==> config.mk <==
export PLATFORM = sky130hd
export DESIGN_NAME = rr_arbiter_4
export DESIGN_NICKNAME = d
export VERILOG_FILES = /design/src/rtl/rr_arbiter_4.sv
export SDC_FILE = /design/constraint.sdc
export NUM_CORES = 1
export LEC_CHECK = 0
export CORE_ASPECT_RATIO = 0.6
export CORE_MARGIN = 3
export CORE_UTILIZATION = 39
export CTS_BUF_LIST = sky130_fd_sc_hd__clkbuf_8
export CTS_CLUSTER_DIAMETER = 50
export DETAILED_ROUTE_END_ITERATION = 8
export GPL_ROUTABILITY_DRIVEN = 0
export MAX_ROUTING_LAYER = met4
export SYNTH_ARGS = -nofsm -noshare
export SYNTH_HDL_FRONTEND = slang
export SYNTH_SLANG_ARGS = --single-unit
==> constraint.sdc <==
create_clock -name clk -period 2.71 [get_ports clk]
set_input_delay 0.6775 -clock clk [delete_from_list [all_inputs] [get_ports clk]]
set_output_delay 0.6775 -clock clk [all_outputs]
set_load 0.02 [all_outputs]
==> src/rtl/rr_arbiter_4.sv <==
// rr_arbiter_4
// Four-requester round-robin arbiter for one shared combinational resource.
// Priority rotates past each owner when it is released. A grant is
// force-released after HOLD_MAX consecutive cycles. One dead cycle always
// separates two grants.
//
// Parameters:
//   HOLD_MAX  maximum consecutive cycles a single grant may last (1..255)
// Ports:
//   clk       rising-edge clock
//   rst       synchronous active-high reset
//   req[3:0]  request lines, one per client
//   grant     registered one-hot grant, or all-zero
//   grant_id  registered index of the owner; meaningful only while busy=1
//   busy      registered, high while any grant is active (equals |grant)
//   timeout   registered single-cycle pulse when HOLD_MAX forces a release
module rr_arbiter_4 #(
  parameter int unsigned HOLD_MAX = 8
) (
  input  logic       clk,
  input  logic       rst,
  input  logic [3:0] req,
  output logic [3:0] grant,
  output logic [1:0] grant_id,
  output logic       busy,
  output logic       timeout
);

  typedef enum logic [0:0] {
    IDLE    = 1'b0,
    GRANTED = 1'b1
  } state_e;

  state_e     state_q,    state_d;
  logic [1:0] ptr_q,      ptr_d;
  logic [7:0] hold_cnt_q, hold_cnt_d;
  logic [3:0] grant_q,    grant_d;
  logic [1:0] grant_id_q, grant_id_d;
  logic       busy_q,     busy_d;
  logic       timeout_q,  timeout_d;

  // Rotating-priority search result
  logic       pick_valid;
  logic [1:0] pick_id;
  logic [1:0] cand;

  // Owner status while GRANTED
  logic owner_req;
  logic hold_at_max;
  logic release_now;

  // First requester found when searching ptr, ptr+1, ptr+2, ptr+3 (mod 4).
  // The 2-bit add wraps naturally.
  always_comb begin
    pick_valid = 1'b0;
    pick_id    = '0;
    cand       = '0;
    for (int unsigned k = 0; k < 4; k++) begin
      cand = ptr_q + 2'(k);
      if (!pick_valid && req[cand]) begin
        pick_valid = 1'b1;
        pick_id    = cand;
      end
    end
  end

  always_comb begin
    owner_req   = req[grant_id_q];
    hold_at_max = (hold_cnt_q == 8'(HOLD_MAX));
    // A drop on the owner's req wins over the hold limit. This makes a
    // simultaneous drop at the limit a normal release.
    release_now = !owner_req || hold_at_max;
  end

  // State register
  always_ff @(posedge clk) begin
    if (rst) begin
      state_q    <= IDLE;
      ptr_q      <= '0;
      hold_cnt_q <= '0;
      grant_q    <= '0;
      grant_id_q <= '0;
      busy_q     <= 1'b0;
      timeout_q  <= 1'b0;
    end else begin
      state_q    <= state_d;
      ptr_q      <= ptr_d;
      hold_cnt_q <= hold_cnt_d;
      grant_q    <= grant_d;
      grant_id_q <= grant_id_d;
      busy_q     <= busy_d;
      timeout_q  <= timeout_d;
    end
  end

  // Next-state logic
  always_comb begin
    state_d = state_q;
    unique case (state_q)
      IDLE:    if (pick_valid)  state_d = GRANTED;
      GRANTED: if (release_now) state_d = IDLE;
      default: state_d = IDLE;
    endcase
  end

  // Output and datapath logic. It produces the values the registered outputs
  // take on the next edge.
  always_comb begin
    ptr_d      = ptr_q;
    hold_cnt_d = hold_cnt_q;
    grant_d    = grant_q;
    grant_id_d = grant_id_q;
    busy_d     = busy_q;
    timeout_d  = 1'b0;
    unique case (state_q)
      IDLE: begin
        if (pick_valid) begin
          grant_d    = 4'b0001 << pick_id;
          grant_id_d = pick_id;
          busy_d     = 1'b1;
          hold_cnt_d = 8'd1;
        end else begin
          grant_d = '0;
          busy_d  = 1'b0;
        end
      end
      GRANTED: begin
        if (release_now) begin
          grant_d    = '0;
          busy_d     = 1'b0;
          hold_cnt_d = '0;
          ptr_d      = grant_id_q + 2'd1;
          // The release is forced only when the owner still wants the resource.
          timeout_d  = owner_req;
        end else begin
          hold_cnt_d = hold_cnt_q + 8'd1;
        end
      end
      default: begin
        grant_d = '0;
        busy_d  = 1'b0;
      end
    endcase
  end

  assign grant    = grant_q;
  assign grant_id = grant_id_q;
  assign busy     = busy_q;
  assign timeout  = timeout_q;

  a_grant_onehot0: assert property (@(posedge clk) $onehot0(grant_q));
  a_busy_matches:  assert property (@(posedge clk) busy_q == (|grant_q));
  a_timeout_pulse: assert property (@(posedge clk) disable iff (rst)
                                    timeout_q |=> !timeout_q);

endmodule

; After elaboration in Yosys (flattened, before gate mapping)
; Cells that the tools add are included.
[op_classes]
n_addsub = 5
magnitude_cmp = 5
n_eq_ne = 3
n_shift = 1
muxes = 29
n_bitwise = 2
n_reduce_logical = 11
[op_table]
columns = operator, count
row1 = 2-to-1 mux 8 bit, 2
row2 = one-hot mux 8 bit (2 select lines), 1
row3 = < comparator 2 x 3 -> 1 bit (second input constant), 5
row4 = 2-to-1 mux 1 bit, 12
row5 = binary-select mux 1 bit (select 2 bit), 5
row6 = adder 8 x 1 -> 8 bit (second input constant), 1
row7 = == test 8 x 4 -> 1 bit (second input constant), 1
row8 = 2-to-1 mux 2 bit, 4
row9 = 2-to-1 mux 4 bit, 2
row10 = one-hot mux 4 bit (2 select lines), 1
row11 = adder 2 x 1 -> 2 bit (second input constant), 2
row12 = adder 2 bit (second input constant), 2
row13 = logical NOT 1 bit, 4
row14 = one-hot mux 1 bit (2 select lines), 2
row15 = AND reduction 2 bit, 2
row16 = left shift 1 x 2 -> 4 bit (first input constant), 1
row17 = logical AND 1 bit, 3
row18 = OR reduction 3 bit, 1
row19 = inequality test 2 x 1 -> 1 bit (second input constant), 1
row20 = inequality test 2 bit (second input constant), 1
row21 = inverter 1 bit, 2
row22 = logical OR 1 bit, 1
[totals]
reg_bits = 19
in_bits = 6
out_inout_bits = 8
elab_cells = 63

; Depth between registers and ports, before layout
; Gate-level depths: netlist of the first run.
[depth]
word_depth = 15
mapped_depth = 7
depth_no_buf = 6

; Least setup slack after synthesis of the first run
; Ideal clock, no wire load.
[synth_timing]
path_type = in2reg
start = in req[3]
end = reg hold_cnt_q[1]
setup_time_ps = 128
arrival_ps = 1858
t_required_ps = 2582
slack_ps = 724
stages = 6
path_buffers = 2
path_cell_list = clkbuf_2 mux4_2 o211a_4 buf_6 a22oi_1 nor2_1
[synth_via]
elab_chain_len = 13
word_cells_on_any_way = 25
classes_between = eq/ne: 1 / mux: 16 / reduce/logical: 8
[synth_lines]
columns = item, line_no
row1 = "start, declared", 22  ; input logic [3:0] req,
row2 = binary-select mux 1 bit (select 2 bit), 60  ; if (!pick_valid && req[cand]) begin
row3 = 2-to-1 mux 1 bit (not written as such), 60
row4 = 2-to-1 mux 1 bit, 60
row5 = logical NOT 1 bit, 60
row6 = logical AND 1 bit, 60
row7 = 2-to-1 mux 1 bit, 60
row8 = logical NOT 1 bit, 60
row9 = logical AND 1 bit, 60
row10 = 2-to-1 mux 1 bit, 60
row11 = logical NOT 1 bit, 60
row12 = logical AND 1 bit, 60
row13 = 2-to-1 mux 1 bit, 60
row14 = inequality test 2 bit (no line), -
row15 = "end signal, assigned", 88  ; hold_cnt_q <= hold_cnt_d;
row16 = "end, declared", 36  ; logic [7:0] hold_cnt_q, hold_cnt_d;
; Parallel ways exist; a longest one is shown, timed or not. The select of a mux whose other input is x is not followed.
; A chain may end at the register's enable or synchronous reset.

; Worst setup path in the final report of the first run
[layout_timing]
start = in req[2]
end = reg grant_q[1] (netlist: grant[1])
[layout_via]
elab_chain_len = 15
word_cells_on_any_way = 30
classes_between = eq/ne: 1 / shift: 1 / mux: 20 / reduce/logical: 8
[layout_lines]
columns = item, line_no
row1 = binary-select mux 1 bit (select 2 bit), 60
row2 = 2-to-1 mux 1 bit (not written as such), 60
row3 = 2-to-1 mux 1 bit, 60
row4 = logical NOT 1 bit, 60
row5 = logical AND 1 bit, 60
row6 = 2-to-1 mux 1 bit, 60
row7 = logical NOT 1 bit, 60
row8 = logical AND 1 bit, 60
row9 = 2-to-1 mux 1 bit, 60
row10 = logical NOT 1 bit, 60
row11 = logical AND 1 bit, 60
row12 = 2-to-1 mux 2 bit, 60
row13 = left shift 1 x 2 -> 4 bit, 118  ; grant_d = 4'b0001 << pick_id;
row14 = 2-to-1 mux 4 bit, 117  ; if (pick_valid) begin
row15 = one-hot mux 4 bit (2 select lines), 115  ; unique case (state_q)
row16 = "end signal, assigned", 89  ; grant_q <= grant_d;
row17 = "end, declared", 37  ; logic [3:0] grant_q, grant_d;
; Parallel ways exist; a longest one is shown, timed or not. The select of a mux whose other input is x is not followed.

==> summary.txt, run 1 <==
Setup path
  – Required time at the endpoint of the critical path: 2.86 ns
  – Crit Reg-Reg Endpoint: grant[1]$_SDFFE_PP0P_
  – Endpoint class of the critical path: flop
  – Worst r2r src: hold_cnt_q[0]$_SDFFE_PP0P_
  – Signal arrival time at the worst endpoint: 2.35 ns
  – Register-to-Register Setup Slack: 0.85 ns
  – Worst-case reg-to-reg path depth: 5
  – CP Launch Type: input pin
  – CP Class: input pin to flop
  – Crit-path max FO: 16

Yosys
  – Number of synthesized register bits: 19
  – Ys Warns: 0
  – Number of enable-type register cells in the synthesized netlist: 0
  – Count of distinct cell types in the synthesized netlist: 40
  – Cell Area, Synth: 1010 um2
  – Ys async rst share: 0%
  – Synthesized netlist net count: 122
  – Number of cells produced by synthesis: 114
  – Fraction of the yosys area taken by sequential cells: 37.8%
  – Leading area contributor after synthesis: sky130_fd_sc_hd__dfxtp_1
  – Post-Synthesis Mean Instance Area: 8.84 um2
  – Proportion of netlist area held by the largest area contributor: 37.8%
  – Top post-synthesis cells by area: sky130_fd_sc_hd__dfxtp_1, sky130_fd_sc_hd__nand3b_1, sky130_fd_sc_hd__nand2_1
  – Most used flip-flop cell after synthesis: sky130_fd_sc_hd__dfxtp_1

Power
  – Psw: 0.186 mW
  – Switching fraction of total power: 28.8%
  – Leak Pwr: 0.416 nW
  – Part of the total power dissipated in the clock network: 30.0%
  – Part of the power in combinational logic: 21.2%
  – Largest voltage drop on the vdd net: 247 uV
  – P_int: 0.460 mW
  – Pwr dens: 531 nW/um2
  – Power, Total: 0.646 mW
  – Reg power frac: 48.8%

STA
  – Maximum clock rate: 0.456 GHz
  – Number of hold violations in the final report: 0
  – Max-slew violations: 0
  – Sum Neg Setup Slack: 0 ns
  – Setup violations, final: 0
  – Pin slew with the least headroom to its limit: 0.432 ns
  – Worst slew margin relative to its limit: 70.9%
  – Clk_skew: 0.00266 ns
  – Fin Hold WS: 0.495 ns
  – Period utilisation layout: 81.0%
  – Final worst path period need: 2.19 ns
  – Setup repair after global routing missed its margin: no

Clock network
  – Clock tree buffer depth: 2
  – Number of gates given a new drive strength after cts: 0
  – CTS tree: yes
  – Clock Tree Root: sky130_fd_sc_hd__clkbuf_8
  – TritonCTS buffer count: 3
  – H-Tree Level Count: 1
  – Total number of clock tree sinks: 19
  – CTS Hold Buffers Added: 0
  – Latest clock arrival within the worst-skew pair: 0.26 ns
  – Setup repair bufs after CTS: 0
  – Register clock-pin slew on the reported worst setup and hold paths: 0.07 ns

Layout
  – Number of antenna cells inserted: 0
  – Net count, final: 138
  – Most used cells in the layout excluding fill and tap cells: sky130_fd_sc_hd__dfxtp_1, sky130_fd_sc_hd__clkdlybuf4s50_1, sky130_fd_sc_hd__nand2_1
  – Area Growth Syn to Fin: 20.6%
  – Final standard cell count with taps included and fillers excluded: 159
  – Fill cell total of the finished layout: 232
  – Most common library cell in the layout ignoring fill and taps: sky130_fd_sc_hd__dfxtp_1
  – Layout cells sized above 1: 10.9%
  – Core occupancy in the finished layout: 52.6%

GRT
  – First-pass GRT wire length: 3.96 mm
  – Global Route Usage Sum: 17.3%
  – Final global-route overflow total: 0
  – Largest net degree at the start of global routing: 23
  – Number of global-route vias before repair: 805
  – Number of antenna violations at the first check in global routing: 0

Floorplanning
  – I/O pin total: 14
  – Num rows: 13
  – Placeable Area: 2310 um2
  – Die outline area: 3250 um2
  – DIE HEIGHT: 45.4 um
  – Die X: 71.6 um
  – Initial Utilization: 43.6%

Placement
  – Placed insts: 155
  – Number of buffers added on ports: 13
  – Post-detail-place hpwl: 1.68 mm

Worst hold path
  – Worst hold path cell count: 2
  – Worst hold endpoint: grant[3]$_SDFFE_PP0P_
  – Worst min-delay path startpoint: grant[3]$_SDFFE_PP0P_
  – Worst Hold Class: flop to flop

Detailed routing
  – Post-route antenna net violation count: 0
  – DRC: 0
  – Total Wirelength: 2.24 mm
  – Detailed Route Iter0 Violations: 81
  – Routed length per instance: 14.1 um
  – Via density per instance: 5.69
  – Number of detailed-routing iterations run before antenna repair: 4
  – Total via count after detailed routing: 904

Run
  – Max-cap violation count: 0

Outcome
  – Run status: complete, no violations
==> how the worst max path moves through the flow <==
stage / startpoint / slack [ns] / depth (start not counted) / end
5_1_grt: req[2] / 0.39 / 4 / grant[1]$_SDFFE_PP0P_
6_report: req[2] / 0.52 / 4 / grant[1]$_SDFFE_PP0P_
4_1_cts: req[2] / 0.50 / 4 / grant[1]$_SDFFE_PP0P_
3_5_place_dp: req[2] / 0.26 / 5 / hold_cnt_q[7]$_SDFFE_PP0P_
2_1_floorplan: req[3] / 0.72 / 6 / hold_cnt_q[1]$_SDFFE_PP0P_
3_3_place_gp: req[1] / 0.25 / 5 / hold_cnt_q[3]$_SDFFE_PP0P_
==> state kept, by name (all words and copies together), names as in the netlist <==
name	count
timeout	1
ptr_q	2
state_q	1
hold_cnt_q	8
grant	4
busy	1
grant_id	2
==> layer usage <==
metal  wire length (um)  track usage, %
met1               1190            25.3
met2                839            20.8
met3                166            5.33
met4                 40            7.87
met5                  0               -
==> power by group through the flow <==
stage / combinational (mW) / sequential [mW] / clock [mW]
floorplan: 0.0815 / 0.326 / 0
global placement: 0.135 / 0.321 / 0
detailed placement: 0.136 / 0.321 / 0
CTS: 0.137 / 0.315 / 0.202
global route: 0.151 / 0.318 / 0.219
finish: 0.137 / 0.315 / 0.194
==> worst max-delay path, cell delays in order <==
cell	delay [ns]
sky130_fd_sc_hd__clkdlybuf4s50_1	0.52
sky130_fd_sc_hd__mux4_2	0.56
sky130_fd_sc_hd__o211a_4	0.23
sky130_fd_sc_hd__o41ai_1	0.35
==> cells in the mapped netlist (all sizes together), types with 3 or more instances <==
| cell | n |
|---|---|
| o211ai | 3 |
| o21ai | 5 |
| clkbuf | 4 |
| o41ai | 3 |
| nand3b | 6 |
| nand2 | 11 |
| a31oi | 5 |
| nor2b | 4 |
| dfxtp | 19 |
| a21oi | 6 |
| or3 | 4 |
| nand3 | 6 |
| nor2 | 6 |
==> kinds of logic (layout without fill, tap and decap cells) <==
group / count (synthesis) / in the layout / synth area share (%)
DFF: 19 / 19 / 37.8
buffers and inverters: 7 / 22 / 3.48
xor gates and xnor gates: 2 / 2 / 1.74
AOI/OAI and AO/OA: 30 / 30 / 22.0
adders and majority gates: 2 / 2 / 2.48
muxes: 1 / 1 / 2.24
and+or+nand+nor: 53 / 53 / 30.3
==> stage by stage <==
| stage | setup WS, ns | cell area, um2 |
|---|---|---|
| 3_3_place_gp | 0.245 | 1170 |
| 5_1_grt | 0.386 | 1210 |
| 6_report | 0.515 | 1210 |
| 4_1_cts | 0.504 | 1210 |
| 2_1_floorplan | 0.724 | 1010 |
| 3_5_place_dp | 0.256 | 1170 |
==> layout make-up <==
| type | count | area [um2] | share of cell area (%) |
|---|---|---|---|
| Sequential cell | 19 | 380 | 31.3 |
| Tap cell | 30 | 37.5 | 3.09 |
| Multi-Input combinational cell | 88 | 592 | 48.7 |
| Timing Repair Buffer | 16 | 153 | 12.6 |
| Clock buffer | 3 | 41.3 | 3.40 |
| Inverter | 2 | 7.51 | 0.618 |
| Clock inverter | 1 | 3.75 | 0.309 |
Power figures use the tool's default switching activity.
==> run 2, diff against run 1 <==
clock period = 2.2 ns   (was 2.71 ns; I/O delays follow)
==> summary.txt, run 2 (synthesis results as in run 1) <==
Layout
  – Total non-filler cell area in the finished layout: 1250 um2
  – Net count, final: 143
  – Fill cell total of the finished layout: 230
  – Layout cells sized above 1: 14.2%
  – Most common library cell in the layout ignoring fill and taps: sky130_fd_sc_hd__dfxtp_1
  – Core occupancy in the finished layout: 54.2%
  – Most used cells in the layout excluding fill and tap cells: sky130_fd_sc_hd__dfxtp_1, sky130_fd_sc_hd__clkdlybuf4s50_1, sky130_fd_sc_hd__nand2_1, sky130_fd_sc_hd__buf_4
  – Max reg flops: 8
  – Area Growth Syn to Fin: 24.3%
  – Number of antenna cells inserted: 0
  – Most flops, register: hold_cnt_q
  – Final standard cell count with taps included and fillers excluded: 164

Clock network
  – TritonCTS buffer count: 3
  – Setup repair bufs after CTS: 0
  – Latest clock arrival within the worst-skew pair: 0.25 ns
  – Clock Tree Root: sky130_fd_sc_hd__clkbuf_8
  – Number of gates given a new drive strength after cts: 0
  – CTS Hold Buffers Added: 0
  – Total number of clock tree sinks: 19
  – CTS tree: yes
  – Clock tree buffer depth: 2
  – H-Tree Level Count: 1
  – Register clock-pin slew on the reported worst setup and hold paths: 0.07 ns

STA
  – Worst slew margin relative to its limit: 73.2%
  – Clk_skew: 0.00400 ns
  – Final worst path period need: 2.03 ns
  – Setup repair after global routing missed its margin: no
  – Maximum clock rate: 0.492 GHz
  – Max-slew violations: 0
  – Setup violations, final: 0
  – Pin slew with the least headroom to its limit: 0.401 ns
  – Number of hold violations in the final report: 0
  – Fin Hold WS: 0.488 ns
  – Period utilisation layout: 92.5%

Power
  – Pwr dens: 642 nW/um2
  – Leak Pwr: 0.441 nW
  – Largest voltage drop on the vdd net: 335 uV

Setup path
  – CP Launch Type: input pin
  – Crit-path max FO: 7
  – Endpoint class of the critical path: flop
  – CP Class: input pin to flop
  – Required time at the endpoint of the critical path: 2.39 ns
  – Signal arrival time at the worst endpoint: 2.22 ns

Worst hold path
  – Worst Hold Class: flop to flop

Detailed routing
  – Post-route antenna net violation count: 0
  – Number of detailed-routing iterations run before antenna repair: 4
  – Via density per instance: 5.75
  – Total via count after detailed routing: 943
  – Detailed Route Iter0 Violations: 43
  – Total Wirelength: 2.38 mm
  – DRC: 0
  – Routed length per instance: 14.5 um

Run
  – Max-cap violation count: 0

Floorplanning
  – Die X: 71.6 um
  – Num rows: 13
  – Placeable Area: 2310 um2
  – DIE HEIGHT: 45.4 um
  – Die outline area: 3250 um2
  – I/O pin total: 14
  – Initial Utilization: 43.6%

GRT
  – Number of antenna violations at the first check in global routing: 0
  – Number of global-route vias before repair: 845
  – Largest net degree at the start of global routing: 23
  – Final global-route overflow total: 0
  – First-pass GRT wire length: 4.02 mm
  – Global Route Usage Sum: 16.9%

Placement
  – Post-detail-place hpwl: 1.82 mm
  – Placed insts: 160
  – Placement Cell Area: 1210 um2
  – Number of buffers added on ports: 13

Outcome
  – Run status: complete, no violations
run 2: changes by cell type in the layout (fill, tap and decap cells not counted):
cell                    change
sky130_fd_sc_hd__buf_4      +5
run 2: path summary, 6_finish.rpt:
| check | startpoint | end | slack [ns] | depth (start not counted) |
|---|---|---|---|---|
| setup / recovery | req[1] | hold_cnt_q[7]$_SDFFE_PP0P_ | 0.17 | 5 |
| hold / removal | grant[0]$_SDFFE_PP0P_ | grant[0]$_SDFFE_PP0P_ | 0.49 | 2 |
| setup reg to reg | hold_cnt_q[0]$_SDFFE_PP0P_ | grant[2]$_SDFFE_PP0P_ | 0.37 | 5 |
| hold reg to reg | grant[0]$_SDFFE_PP0P_ | grant[0]$_SDFFE_PP0P_ | 0.49 | 2 |
run 2: final cells by class:
class                           count  area (um2)  area share (%)
Clock buffer                        3        41.3            3.30
Tap cell                           30        37.5            3.00
Multi-Input combinational cell     88         592            47.3
Clock inverter                      1        3.75           0.300
Inverter                            2        7.51           0.599
Sequential cell                    19         380            30.4
Timing Repair Buffer               21         190            15.2
run 2: report_power, final:
part / internal, mW / total, mW / switching, mW
sequential: 0.365 / 0.388 / 0.0237
combinational: 0.0852 / 0.178 / 0.0924
clock: 0.124 / 0.237 / 0.113
run 2: per-layer routing:
metal | up-vias | GRT usage, % | share of wire [%]
li1 | 469 | - | -
met1 | 441 | 23.8 | 52
met2 | 31 | 23.7 | 40
met3 | 2 | 4.67 | 6.9
met4 | 0 | 4.49 | 0.34
met5 | - | - | 0
run 2: worst max-delay path, stage by stage:
cell and delay, ns:
sky130_fd_sc_hd__clkdlybuf4s50_1 0.58, sky130_fd_sc_hd__mux4_2 0.33, sky130_fd_sc_hd__o211ai_2 0.11, sky130_fd_sc_hd__or4_1 0.52, sky130_fd_sc_hd__a31oi_1 0.13
run 2: stage by stage:
step	TNS, ns	total power, mW	setup WS [ns]
finish	0	0.803	0.166
global route	0	0.852	0.0516
CTS	0	0.816	0.173
detailed placement	-0.816	0.575	-0.0989
global placement	-0.392	0.570	-0.0741
floorplan	0	0.502	0.342
